`src/rtl/sev_seg_pkg.sv`:
```
// rtl/sev_seg_pkg.sv - shared types and helpers for the seven-segment digit multiplexer
//
// Contents:
//   state_t      multiplexer sequencing states
//   NIBBLE_W     width of one hex digit on the shared segment bus
//   idx_width()  index width for n items, never below one bit
package sev_seg_pkg;

  typedef enum logic [1:0] {
    S_IDLE,
    S_BLANK,
    S_SHOW
  } state_t;

  localparam int NIBBLE_W = 4;

  // $clog2(1) is 0, which would leave a zero-width index for one digit.
  function automatic int idx_width(input int n);
    return (n <= 1) ? 1 : $clog2(n);
  endfunction

endpackage

```
`src/rtl/sev_seg_dwell.sv`:
```
// rtl/sev_seg_dwell.sv - loadable down-counter timing the blank and hold intervals
//
// Ports:
//   clk       system clock, rising edge
//   reset_n   asynchronous active-low reset, clears the count
//   load      load load_val this clock (has priority over counting)
//   load_val  remaining clocks minus one for the interval being started
//   cnt       current remaining count
//   done      count has reached zero, i.e. this is the last clock of the interval
module sev_seg_dwell #(
  parameter int CNT_W = 3
) (
  input  logic             clk,
  input  logic             reset_n,
  input  logic             load,
  input  logic [CNT_W-1:0] load_val,
  output logic [CNT_W-1:0] cnt,
  output logic             done
);

  always_ff @(posedge clk or negedge reset_n) begin
    if (!reset_n) begin
      cnt <= '0;
    end else if (load) begin
      cnt <= load_val;
    end else if (cnt != '0) begin
      cnt <= cnt - CNT_W'(1);
    end
  end

  assign done = (cnt == '0);

endmodule

```
`src/rtl/sev_seg_mux.sv`:
```
// rtl/sev_seg_mux.sv - time-multiplexes NUM_DIGITS hex nibbles onto one segment bus
//
// Optional build macro: SEV_SEG_DIM_EN adds the duty_i brightness input.
//
// Ports:
//   clk           system clock, rising edge
//   reset_n       asynchronous active-low reset
//   en            multiplex enable; low returns to idle with all selects off
//   digits_i      nibble k at bits [4k+3:4k], captured once per frame
//   blank_mask_i  1 = digit k is never selected (sampled every clock)
//   duty_i        on-time in clocks per dwell (SEV_SEG_DIM_EN only)
//   digit_sel     one-hot-or-zero digit select, active high
//   sw            nibble of the currently indexed digit
//   digit_idx     current digit index
//   frame_done    one-clock pulse with the last clock of the last digit's dwell
//
// Every output is a register fed from the current sequencing state, so the
// outputs trail the state machine by one clock: en seen in S_IDLE at edge N
// gives the first select at edge N+1+BLANK_CYCLES.
module sev_seg_mux
  import sev_seg_pkg::*;
#(
  parameter int NUM_DIGITS   = 2,
  parameter int HOLD_CYCLES  = 4,
  parameter int BLANK_CYCLES = 1,
  parameter int DUTY_W       = 4
) (
  input  logic                               clk,
  input  logic                               reset_n,
  input  logic                               en,
  input  logic [NIBBLE_W*NUM_DIGITS-1:0]     digits_i,
  input  logic [NUM_DIGITS-1:0]              blank_mask_i,
`ifdef SEV_SEG_DIM_EN
  input  logic [DUTY_W-1:0]                  duty_i,
`endif
  output logic [NUM_DIGITS-1:0]              digit_sel,
  output logic [NIBBLE_W-1:0]                sw,
  output logic [idx_width(NUM_DIGITS)-1:0]   digit_idx,
  output logic                               frame_done
);

  localparam int IDX_W   = idx_width(NUM_DIGITS);
  localparam int MAX_CYC = (HOLD_CYCLES > BLANK_CYCLES) ? HOLD_CYCLES : BLANK_CYCLES;
  localparam int CNT_W   = idx_width(MAX_CYC + 1);
  localparam int CMP_W   = (DUTY_W > CNT_W) ? DUTY_W : CNT_W;

  localparam logic [CNT_W-1:0] HOLD_LD  = CNT_W'(HOLD_CYCLES - 1);
  localparam logic [CNT_W-1:0] BLANK_LD = (BLANK_CYCLES > 0) ? CNT_W'(BLANK_CYCLES - 1) : '0;

  // With no dead time every dwell starts straight in S_SHOW.
  localparam state_t           FIRST_ST = (BLANK_CYCLES > 0) ? S_BLANK : S_SHOW;
  localparam logic [CNT_W-1:0] FIRST_LD = (BLANK_CYCLES > 0) ? BLANK_LD : HOLD_LD;
  localparam logic [IDX_W-1:0] LAST_IDX = IDX_W'(NUM_DIGITS - 1);

  state_t                         state_r, state_n;
  logic [IDX_W-1:0]               idx_r, idx_n;
  logic [NIBBLE_W*NUM_DIGITS-1:0] snap_r, snap_n;
  logic                           cnt_load;
  logic [CNT_W-1:0]               cnt_load_val;
  logic [CNT_W-1:0]               cnt;
  logic                           cnt_done;
  logic                           frame_pulse;

  logic [NIBBLE_W-1:0]            cur_nib;
  logic [NUM_DIGITS-1:0]          sel_vec;
  logic [CMP_W-1:0]               elapsed;
  logic [CMP_W-1:0]               duty_ext;
  logic                           show_on;

  sev_seg_dwell #(
    .CNT_W (CNT_W)
  ) u_dwell (
    .clk      (clk),
    .reset_n  (reset_n),
    .load     (cnt_load),
    .load_val (cnt_load_val),
    .cnt      (cnt),
    .done     (cnt_done)
  );

  // ---------------------------------------------------------------------------
  // Sequencing state
  // ---------------------------------------------------------------------------
  always_ff @(posedge clk or negedge reset_n) begin
    if (!reset_n) begin
      state_r <= S_IDLE;
      idx_r   <= '0;
      snap_r  <= '0;
    end else begin
      state_r <= state_n;
      idx_r   <= idx_n;
      snap_r  <= snap_n;
    end
  end

  always_comb begin
    state_n      = state_r;
    idx_n        = idx_r;
    snap_n       = snap_r;
    cnt_load     = 1'b0;
    cnt_load_val = '0;
    frame_pulse  = 1'b0;

    unique case (state_r)
      S_IDLE: begin
        idx_n = '0;
        if (en) begin
          snap_n       = digits_i;
          state_n      = FIRST_ST;
          cnt_load     = 1'b1;
          cnt_load_val = FIRST_LD;
        end
      end

      S_BLANK: begin
        if (!en) begin
          state_n  = S_IDLE;
          idx_n    = '0;
          cnt_load = 1'b1;
        end else if (cnt_done) begin
          state_n      = S_SHOW;
          cnt_load     = 1'b1;
          cnt_load_val = HOLD_LD;
        end
      end

      S_SHOW: begin
        if (!en) begin
          state_n  = S_IDLE;
          idx_n    = '0;
          cnt_load = 1'b1;
        end else if (cnt_done) begin
          state_n      = FIRST_ST;
          cnt_load     = 1'b1;
          cnt_load_val = FIRST_LD;
          if (idx_r == LAST_IDX) begin
            // Frame boundary: the only point the displayed data may change.
            idx_n       = '0;
            snap_n      = digits_i;
            frame_pulse = 1'b1;
          end else begin
            idx_n = idx_r + IDX_W'(1);
          end
        end
      end

      default: begin
        state_n  = S_IDLE;
        idx_n    = '0;
        cnt_load = 1'b1;
      end
    endcase
  end

  // ---------------------------------------------------------------------------
  // Output data path
  // ---------------------------------------------------------------------------
  always_comb begin
    cur_nib = '0;
    sel_vec = '0;
    for (int k = 0; k < NUM_DIGITS; k++) begin
      if (idx_r == IDX_W'(k)) begin
        cur_nib    = snap_r[k*NIBBLE_W +: NIBBLE_W];
        sel_vec[k] = ~blank_mask_i[k];
      end
    end
  end

  // Clocks already spent in the current dwell; the counter runs downwards.
  assign elapsed = CMP_W'(HOLD_LD) - CMP_W'(cnt);

`ifdef SEV_SEG_DIM_EN
  assign duty_ext = CMP_W'(duty_i);
`else
  // Without dimming the on-time is the whole dwell.
  assign duty_ext = CMP_W'(HOLD_CYCLES);
`endif

  assign show_on = (elapsed < duty_ext);

  always_ff @(posedge clk or negedge reset_n) begin
    if (!reset_n) begin
      digit_sel  <= '0;
      sw         <= '0;
      digit_idx  <= '0;
      frame_done <= 1'b0;
    end else begin
      // Gating on en drops the selects on the same edge the FSM goes idle.
      if (en && (state_r == S_SHOW) && show_on) begin
        digit_sel <= sel_vec;
      end else begin
        digit_sel <= '0;
      end
      sw         <= cur_nib;
      digit_idx  <= en ? idx_r : '0;
      frame_done <= frame_pulse;
    end
  end

endmodule

```
`config.mk`:
```
export PLATFORM = sky130hd
export DESIGN_NAME = sev_seg_mux
export DESIGN_NICKNAME = d
export VERILOG_FILES = /design/src/rtl/sev_seg_pkg.sv /design/src/rtl/sev_seg_dwell.sv /design/src/rtl/sev_seg_mux.sv
export SDC_FILE = /design/constraint.sdc
export NUM_CORES = 1
export LEC_CHECK = 0
export ABC_AREA = 1
export CAP_MARGIN = 5
export CORE_UTILIZATION = 53
export CTS_BUF_LIST = sky130_fd_sc_hd__clkbuf_8
export CTS_CLUSTER_DIAMETER = 120
export CTS_CLUSTER_SIZE = 10
export DETAILED_ROUTE_END_ITERATION = 6
export PLACE_DENSITY = 0.81
export SYNTH_ARGS = -nofsm -noshare
export SYNTH_HDL_FRONTEND = slang
export SYNTH_SLANG_ARGS = --single-unit
```
`constraint.sdc`:
```
create_clock -name clk -period 2.01 [get_ports clk]
set_clock_uncertainty 0.1 [all_clocks]
set_input_delay 0.402 -clock clk [delete_from_list [all_inputs] [get_ports clk]]
set_output_delay 0.402 -clock clk [all_outputs]
set_load 0.005 [all_outputs]
```
* Yosys cells after proc, flatten, opt, wreduce, memory -nomap -nowiden
Index checks and enable logic that the tools add are counted.
** Cells by class
- Order comparisons :: 1
- Equality and inequality tests :: 8
- Bitwise logic cells :: 2
- Multiplexer cells :: 33
- Reductions and logical operators :: 10
- Add/subtract/negate cells :: 3
** Operators with widths (number)
- 8-bit 2-to-1 mux :: 4
- 2-bit 2-to-1 mux :: 9
- 8-bit case mux with 2 select lines :: 1
- 1-bit 2-to-1 mux :: 13
- 2-bit != test (second input constant) :: 4
- 3-bit 2-to-1 mux :: 2
- 3-bit != test (second input constant) :: 2
- 2-bit case mux with 3 select lines :: 1
- 5-bit AND reduction :: 1
- 4-bit by 3-bit less-than comparator with 1-bit output (second input constant) :: 1
- 4-bit 2-to-1 mux :: 1
- 1-bit case mux with 2 select lines :: 2
- 2-bit nonzero test :: 2
- 2-bit by 3-bit subtractor with 4-bit output (first input constant) :: 1
- 3-bit zero test :: 1
- 3-bit AND reduction :: 1
- 3-bit nonzero test :: 1
- 3-bit by 1-bit subtractor with 3-bit output (second input constant) :: 1
- 2-bit by 1-bit equality test with 1-bit output (second input constant) :: 1
- 2-bit equality test (second input constant) :: 1
- 1-bit logical AND :: 2
- 2-bit zero test :: 1
- 1-bit inverter :: 2
- 2-bit OR reduction :: 1
- 1-bit adder (second input constant) :: 1
** Storage, ports and cells
- Bits in registers :: 22
- Bits of input ports :: 13

* Longest topological paths before layout
Gate-level depths: netlist of the first run.
- Depth in word-level cells :: 5
- Mapped depth :: 10
- Gate-level depth less buffers :: 10

* By module
Synthesis of the first run repeated with hierarchy kept, for this count alone.
** Unflattened totals
- Cell total of the unflattened synthesis :: 141
- Area, all modules :: 1166.1 um^2
** Modules (own cells, without submodules)
- sev_seg_mux :: instances 1, area each 958.4 um^2, cells each 109
- sev_seg_dwell :: instances 1, area each 207.7 um^2, cells each 32

* Worst setup path after synthesis of the first run
Ideal clock, no wire load.
- Path type :: register to register
- Start point :: reg state_r[0]
- End point :: reg snap_r[2]
- Clock period less this slack :: 1494 ps
- Buffers on the path :: 1
- Slack :: 516 ps
- Stages on the path, launching flop included :: 10
- Required time :: 1793 ps
- Arrival time :: 1277 ps
- Cells stage by stage :: dfrtp_1 inv_1 ha_1 nand2_2 clkinv_2 nand3_4 o21ai_4 buf_12 nand2_4 o21ai_2
** On the way
- Word-level cells in the longest chain between the ends :: 3
** Ends and longest elaborated chain
- from (decl) :: line sev_seg_mux.sv:55 : state_t state_r, state_n;
- from (signal assigned) :: line sev_seg_mux.sv:90 : state_r <= state_n;
- 2-bit equality test or 2-bit zero test (tied branches) :: line sev_seg_mux.sv:104 : unique case (state_r)
- 2-bit != test (no source line) or 2-bit nonzero test (tied branches)
- 5-bit AND reduction (no source line)
- to (signal assigned) :: line sev_seg_mux.sv:92 : snap_r <= snap_n;
- to (decl) :: line sev_seg_mux.sv:57 : logic [NIBBLE_W*NUM_DIGITS-1:0] snap_r, snap_n;
Parallel ways exist; a longest one is shown, timed or not.
A chain may end at the register's enable or synchronous reset.

* Worst setup path in the final report of the first run
- Start point :: in en
- End point :: reg snap_r[7]
** On the way
- Word-level cells in the longest chain between the ends :: 2
** Ends and longest elaborated chain
- from (decl) :: line sev_seg_mux.sv:30 : input logic en,
- 2-bit != test (no source line)
- 5-bit AND reduction (no source line) (*)
Every way passes the cells marked *; elsewhere a longest branch is shown, timed or not.

==> results, run 1 <==
- The run finished with clean final reports.
- The part of the power in combinational logic is 43.7%.
- The total CTS buffers is 3.
- The cell count along the critical path is 5.
- Summing all non-filler instances in the final layout gives an area of between 1000 and 1500 um2.
- The post-cts repair resize count is 0.
- The repair_antennas step left the layout with diodes totalling 0.
- The number of inserted filler cells in the final layout is 171.
- In this run the tightest slew margin relative to its limit is 60.55%.
- The number of hold violations in the final report came to 0.
- The global routing usage summed across all routing layers is 18.32%.
- The library cells used most frequently in the layout, excluding fill and tap cells, are sky130_fd_sc_hd__nand2_1, sky130_fd_sc_hd__dfrtp_1, sky130_fd_sc_hd__inv_1, sky130_fd_sc_hd__clkdlybuf4s50_1, sky130_fd_sc_hd__o21ai_0.
- Registers take about 550 um2.
- In this run the count of I/O pins placed on the die edge is 21.
- The first detailed-routing pass took 4 iterations.
- The average instance in the mapped netlist occupies 9.395 um2.
- Clock-pin slew was measured on the worst setup and hold paths at approximately 80 ps.
- Yosys printed 0 warnings.
- Across the run, the number of max-cap violations was 0.
- Entering global routing, the biggest net connects 23 pins.
- The layout-stage area growth over the synthesis result is 23.48%.
- The cell family contributing the most delay on the critical path is buffers and inverters.
- The clock passes through at most 2 buffers.
- The number of rows in the core area is 16.
- Walking the worst path, the cells encountered are clkdlybuf4s50_1 -> nand2_1 -> o21ai_4 -> nand2_1 -> o21ai_2.
- The hold path depth is 2.
- Input and output buffers added on the ports amount to 20.
- The fraction of power spent switching nets is 36.87%.
- The via count of the routed design is 813.
- Once detail routing completed, the nets flagged for antenna violations numbered 0.
- Among the stages of the critical path, the cell type that occurs most often is sky130_fd_sc_hd__nand2_1.
- The worst path buffer plus inverter count is 1.
- The highest-delay cell along the critical path is sky130_fd_sc_hd__clkdlybuf4s50_1.
- The worst setup path is captured at a flip-flop.
- The critical path data arrival time is 1880 ps.
- For this design the static power due to leakage is 0.0006719 uW.
- Setup violations remaining at the end of the flow were counted as 0.
- In this run the number of H-tree levels came out at 1.
- After detailed routing, the number of remaining DRC violations is 0.
- The buffers inserted during post-CTS setup optimization is 0.
- The starting utilization of the core area is 56.51%.
- In this run, post-CTS hold repair placed 0 buffers.
- The first global-routing pass estimated 2822 um of wire.
- The share of the clock period used by the worst path is approximately 89%.
- For this run, the slowest stage of the critical path takes 610 ps.
- Along the worst path, the maximum fanout reaches 16.
- VDD sags by at most 0.7330 mV.
- The placed wire-length estimate is approximately 1500 um.
- Cells with a size suffix above 1 make up 15.00% of the layout.
- The synthesized area is 1109 um2.
- The area used by multi-input combinational logic is 437.9 um2.
- Global routing finished with a remaining overflow of 0.
- Synthesis produced a netlist whose cell count is 118.
- The sequential power share is around two fifths.
- The die covers 2279 um2.
- The first-iteration detailed-routing DRC count is 16.
- The final weighted congestion in routability-driven placement is ~0.77.
- In this run the standard cell core region covers 1962 um2.
- The number of nets in the synthesized netlist is 137.
- In this run the vertical extent of the chip is 47.74 um.
- Synthesis inferred 22 register bits.
- The clock period could shrink to 1793 ps.
- The reg2reg setup slack is around 280 ps.
- The most common library cell in the layout ignoring fill and taps is sky130_fd_sc_hd__nand2_1.
- The via count of the first global-routing pass is 681.
- Dividing the detail-routed via count by the number of cells gives approximately 4.9.
- The internal power is 1117 uW.
- The instance area after placement is 1314 um2.
- The number of pins with negative max-slew slack in the final report came to 0.
- The actual transition at the worst max-transition pin is 589.6 ps.
- Setup repair after global routing left no endpoint under its margin.
- The net switching power is 652.3 uW.
- After detailed routing, the average wire length per cell comes to 11.20 um.
- Dividing total power by cell area gives a power density of between 1000 and 1500 nW/um2.
- The placed instance count is 163.
- The number of antenna violations at the first check in global routing is 0.
- TritonCTS built the clock tree.
- The number of distinct library cell variants in the gate-level netlist after synthesis is 22.
- The net total in the final layout is 160.
- The worst-case reg-to-reg path depth is 6.
- The maximum frequency from static timing analysis is 557.7 MHz.
- The post-route non-filler standard cell count is 167.
- The share of the Yosys chip area taken by registers is 49.66%.
- The share of power burned in the clock network is 17.3%.
- The die is between 40 and 50 um wide.
- The worst setup path is of the input pin to flip-flop kind.
- The CTS sink count is 22.
- The required time of the critical path is 2090 ps.
- STA classifies the critical path startpoint as an input pin.
- The routed wire length is 1871 um.
- The clock tree root buffer cell is sky130_fd_sc_hd__clkbuf_8.
- The clock latency reported for the late side of the worst-skew pair is 250 ps.
- The kind of path behind the tightest hold check is flip-flop to flip-flop.
==> state kept, by name, summed over array words and instances, names as in the netlist <==
| name | flops |
|---|---|
| sw | 4 |
| snap_r | 8 |
| state_r | 2 |
| digit_idx | 1 |
| u_dwell.cnt | 3 |
| frame_done | 1 |
| digit_sel | 2 |
| idx_r | 1 |
==> final cells by class <==
cell class / count / area share (%)
inverters: 22 / 6.124
repair buffers: 21 / 15.17
flip-flops and latches: 22 / 40.22
well taps: 27 / 2.468
multi-input cells: 71 / 31.99
clock buffers: 4 / 4.022
==> per-stage QoR <==
stage | setup WS (ps) | hold slack (ps) | power (uW) | utilization, % | TNS (ps)
after floorplan | 516.3 | 6.409 | 1267 | - | 0
after global placement | 4.027 | 365.5 | 1430 | 66.96 | 0
after detailed placement | -53.35 | 365.9 | 1482 | 66.96 | -180.2
after CTS | 211.8 | 386.5 | 1792 | 69.77 | 0
after global routing | 115.8 | 400.1 | 1927 | 69.77 | 0
final | 217.1 | 383.2 | 1769 | 69.77 | 0
==> tightest hold or removal path: stages (launching register included) <==
cell,delay [ps]
sky130_fd_sc_hd__dfrtp_1,350
sky130_fd_sc_hd__nand2_1,50
sky130_fd_sc_hd__nand2_1,50
==> cells in the mapped netlist <==
master,instances,area (um2)
sky130_fd_sc_hd__a21oi_1,1,5.000
sky130_fd_sc_hd__buf_12,1,20.02
sky130_fd_sc_hd__buf_2,1,5.000
sky130_fd_sc_hd__buf_6,1,11.26
sky130_fd_sc_hd__clkinv_2,1,5.000
sky130_fd_sc_hd__dfrtp_1,22,550.5
sky130_fd_sc_hd__ha_1,6,75.07
sky130_fd_sc_hd__inv_1,20,75.07
sky130_fd_sc_hd__inv_2,1,3.750
sky130_fd_sc_hd__nand2_1,29,108.9
sky130_fd_sc_hd__nand2_2,2,12.51
sky130_fd_sc_hd__nand2_4,2,22.52
sky130_fd_sc_hd__nand3_1,5,25.02
sky130_fd_sc_hd__nand3_4,1,17.52
sky130_fd_sc_hd__nor2_1,2,7.510
sky130_fd_sc_hd__nor3_1,1,5.000
sky130_fd_sc_hd__nor4_1,2,12.51
sky130_fd_sc_hd__o21ai_0,9,45.04
sky130_fd_sc_hd__o21ai_2,8,70.07
sky130_fd_sc_hd__o21ai_4,1,16.27
sky130_fd_sc_hd__o22ai_1,1,6.260
sky130_fd_sc_hd__xnor2_1,1,8.760
==> worst paths after layout <==
path | from | end
max | en | snap_r[7]
min | u_dwell.cnt[1] | u_dwell.cnt[1]
max reg2reg | state_r[0] | snap_r[7]
min reg2reg | u_dwell.cnt[1] | u_dwell.cnt[1]
max in group asynchronous | reset_n | state_r[1]
min in group asynchronous | reset_n | snap_r[3]
==> power by group through the flow <==
stage | Sequential [uW] | Clock (uW) | Combinational [uW]
after floorplan | 684 | 0 | 583
after global placement | 695 | 0 | 735
after detailed placement | 701 | 0 | 781
after CTS | 692 | 315 | 785
after global routing | 712 | 333 | 883
final | 691 | 305 | 773
==> routing by layer <==
layer	GRT usage [%]	vias to the layer above	routed length (um)
met5	0	-	0
met4	10.00	0	22
met3	2.642	2	86
met2	30.81	16	984
met1	22.54	385	778
li1	-	410	-
==> logic make-up (layout without fill, tap and decap cells) <==
group | after synthesis | in the layout | share of synthesized area (%)
xor+xnor | 1 | 1 | 0.7902
buf+inv | 25 | 47 | 10.83
flops | 22 | 22 | 49.66
fa+ha+maj | 6 | 6 | 6.772
compound gates | 20 | 20 | 12.87
simple gates | 44 | 44 | 19.07
Power figures use the tool's default switching activity.
==> inputs of run 2 (changes only) <==
--- a/config.mk
+++ b/config.mk
@@ -7,12 +7,12 @@
 export LEC_CHECK = 0
 export ABC_AREA = 1
 export CAP_MARGIN = 5
-export CORE_UTILIZATION = 53
+export CORE_UTILIZATION = 48
 export CTS_BUF_LIST = sky130_fd_sc_hd__clkbuf_8
 export CTS_CLUSTER_DIAMETER = 120
 export CTS_CLUSTER_SIZE = 10
 export DETAILED_ROUTE_END_ITERATION = 6
-export PLACE_DENSITY = 0.81
+export PLACE_DENSITY = 0.77
 export SYNTH_ARGS = -nofsm -noshare
 export SYNTH_HDL_FRONTEND = slang
 export SYNTH_SLANG_ARGS = --single-unit
==> constraint.sdc (replaced) <==
create_clock -name clk -period 1.5 [get_ports clk]
set_clock_uncertainty 0.1 [all_clocks]
set_input_delay 0.3 -clock clk [delete_from_list [all_inputs] [get_ports clk]]
set_output_delay 0.3 -clock clk [all_outputs]
set_load 0.005 [all_outputs]
==> run 2 against run 1 <==
Critical path type unchanged. Cell count rose by 9.0%. Die area rose by 10%. Clock-buffer cell count fell by 1. Global-route usage decreased by 0.24 points. Largest power group unchanged. Total power grew 56%. Clock power is 11% higher. Combinational power grew 95%. Register-to-register slack got worse by 260 ps. Routed wire length rose by 23%. Critical path depth is 3 higher.
==> results, run 2 (synthesized netlist as in run 1, its figures left out) <==
- The quantity of I/O buffers inserted on ports was 20 (unchanged).
- The worst hold path belongs to the class input pin to async pin.
- The total CTS buffers is 3 (unchanged).
- Based on the critical path, the design can be clocked at up to 670.3 MHz.
- The highest net fanout along the worst path is 8 (-8).
- The net total in the final layout is 175 (+9.4%).
- The clock latency reported for the late side of the worst-skew pair was 250 ps (about the same).
- The number of hold violations in the final report was 0 (unchanged).
- The post-route antenna net violation count is 0 (unchanged).
- The required time of the critical path was 1540 ps (-550 ps).
- The register cell area after layout is 550.5 um2 (unchanged).
- The number of buffers on the longest clock path is 2 (unchanged).
- The post-detailed-route DRC marker count is 0 (unchanged).
- The number of failing setup endpoints in the final timing report came to 0 (unchanged).
- The I/O pin count is 21 (unchanged).
- The number of detailed-route iterations in the first pass was 2 (-2).
- The area used by multi-input combinational logic is 520.5 um2 (+19%).
- The worst-case vdd ir drop is 1.144 mV (+56%).
- The instance area after placement is 1405 um2 (+7.0%).
- The number of antenna repair diodes is 0 (unchanged).
- The critical path in this run is classified as input pin to flip-flop.
- The placed wire-length estimate is 1517 um (+3.9%).
- The x dimension of the die is 50.06 um (+4.9%).
- The final hold slack is 293.3 ps (-89.82 ps).
- The routed wire length is 2308 um (+23%).
- The most common library cell in the layout ignoring fill and taps is sky130_fd_sc_hd__dfrtp_1.
- The number of hold-repair buffers added at the cts stage is 0 (unchanged).
- The H-tree level count is 1 (unchanged).
- The remaining max-slew budget at the tightest pin is 81.74% (+21 points).
- The final weighted congestion in routability-driven placement is 0.7717 (+0.51%).
- The average wire per standard cell was 12.68 um (+13%).
- The clock tree root buffer cell is sky130_fd_sc_hd__clkbuf_8.
- The setup slack of the critical path after layout is 8.106 ps (-209.0 ps).
- Setup repair after global routing could not meet its margin everywhere.
- The flip-flop count of the largest register after layout was 8 (unchanged).
- The first-iteration detailed-routing DRC count is 5 (-11).
- The power per unit of standard cell area was 1729 nW/um2 (+34%).
- The CTS sink count is 22 (unchanged).
- Leaving out fill and tap cells, the most frequent cells in the layout are sky130_fd_sc_hd__dfrtp_1, sky130_fd_sc_hd__nand2_1, sky130_fd_sc_hd__inv_1, sky130_fd_sc_hd__clkdlybuf4s50_1, sky130_fd_sc_hd__buf_4.
- The critical path data arrival time is 1540 ps (-340 ps).
- The area of the core is 2191 um2 (+12%).
- The final sum of negative setup slack was 0 ps (unchanged).
- The number of pins with negative max-slew slack in the final report was 0 (unchanged).
- The static power due to leakage came to 0.0008086 uW (+20%).
- The number of inserted filler cells in the final layout was 163 (-4.7%).
- The global routing usage summed across all routing layers is 18.08% (-0.24 points).
- The largest registers in the layout are snap_r (8), sw (4), u_dwell.cnt (3).
- The worst setup path is launched from an input pin.
- The max-cap violation count is 0 (unchanged).
- The total power after layout is 2763 uW (+56%).
- The via count of the routed design is 852 (+4.8%).
- The first-pass GRT wire length was 3374 um (+20%).
- The post-route cell area is 1598 um2 (+17%).
- The flow ran to the end, and the final reports show no timing, DRC or antenna violations.
- The clock-pin slew on the worst setup and hold paths is 70 ps (about the same).
- The number of rows in the core area was 17 (+1).
- The kind of end point of the critical path is a flip-flop.
- The detail-routed via count per cell is 4.681 (-3.8%).
- The via count of the first global-routing pass is 848 (+25%).
- The total die area is 2506 um2 (+10%).
- The number of antenna violations at the first check in global routing is 0 (unchanged).
- The die outline height is 50.06 um (+4.9%).
- The share of the clock period used by the worst path is 99.46%.
- From synthesis to final layout, the design area changed by 44.13%.
- The post-route minimum period is between 1000 and 1500 ps.
- The overall overflow remaining after global route came to 0 (unchanged).
- The fraction of layout instances using a drive strength above 1 was 35.06% (+20 points).
- The largest net degree at the start of global routing is 23 (unchanged).
- TritonCTS built the clock tree.
- The starting utilization of the core area is 50.60% (-5.9 points).
- The setup slack after placement came to -280.8 ps (-227.4 ps).
- Ranked by flip-flop count, first place goes to snap_r.
- The actual transition at the worst max-transition pin is 273.9 ps (-315.6 ps).
==> run 2: changes by cell type in the layout (fill, tap and decap cells not counted), sizes merged <==
cell / previous run / this run
buf: 1 / 15
clkdlybuf4s50: 20 / 17
dlymetal6s2s: 0 / 3
clkinv: 1 / 0
inv: 21 / 22
==> run 2: where the power goes <==
group	switching (uW)	leakage (uW)	total (uW)	internal, uW
Clock	162	0.0000216	340	178
Sequential	98.7	0.000281	914	815
Combinational	778	0.000506	1510	730
Total	1040	0.000809	2760	1720
==> run 2: repair_timing <==
item,4_1_cts,5_1_grt
resized for setup,2,28
pin swaps,1,7
setup buffers,1,1
setup endpoints to repair,11,15
cloned,0,1
==> run 2: path summary, 6_finish.rpt <==
kind,endpoint,startpoint,slack [ps],cells after the start
worst max-delay path,snap_r[0],en,8,8
worst min-delay path,sw[1],reset_n,290,2
worst max register to register,snap_r[0],state_r[1],20,9
worst min register to register,u_dwell.cnt[0],u_dwell.cnt[0],370,2
max in group asynchronous,u_dwell.cnt[1],reset_n,790,2
min in group clk,u_dwell.cnt[0],u_dwell.cnt[0],370,2
==> run 2: per-stage QoR <==
step,instances,utilization (%)
after floorplan,118,-
after global placement,176,64.13
after detailed placement,176,64.13
after CTS,180,67.22
after global routing,182,72.93
final,182,72.93
==> run 2: metal layers <==
layer,GRT usage [%],routed length (um)
met5,0,0
met4,7.143,33
met3,1.852,71
met2,35.56,1250
met1,18.95,953
==> run 2: layout make-up <==
cell class,instances,share of cell area (%)
Multi-Input combinational cell,71,32.58
Clock buffer,3,2.584
Inverter,22,5.325
Sequential cell,22,34.46
Timing Repair Buffer,36,22.87
Tap cell,28,2.193
==> run 2: worst max-delay path: stages <==
cell                              delay, ps
sky130_fd_sc_hd__clkdlybuf4s50_1        490
sky130_fd_sc_hd__buf_4                  180
sky130_fd_sc_hd__nand2_4                 70
sky130_fd_sc_hd__inv_4                   60
sky130_fd_sc_hd__nand3_4                 80
sky130_fd_sc_hd__o21ai_4                100
sky130_fd_sc_hd__clkbuf_16              200
sky130_fd_sc_hd__o21ai_2                 50
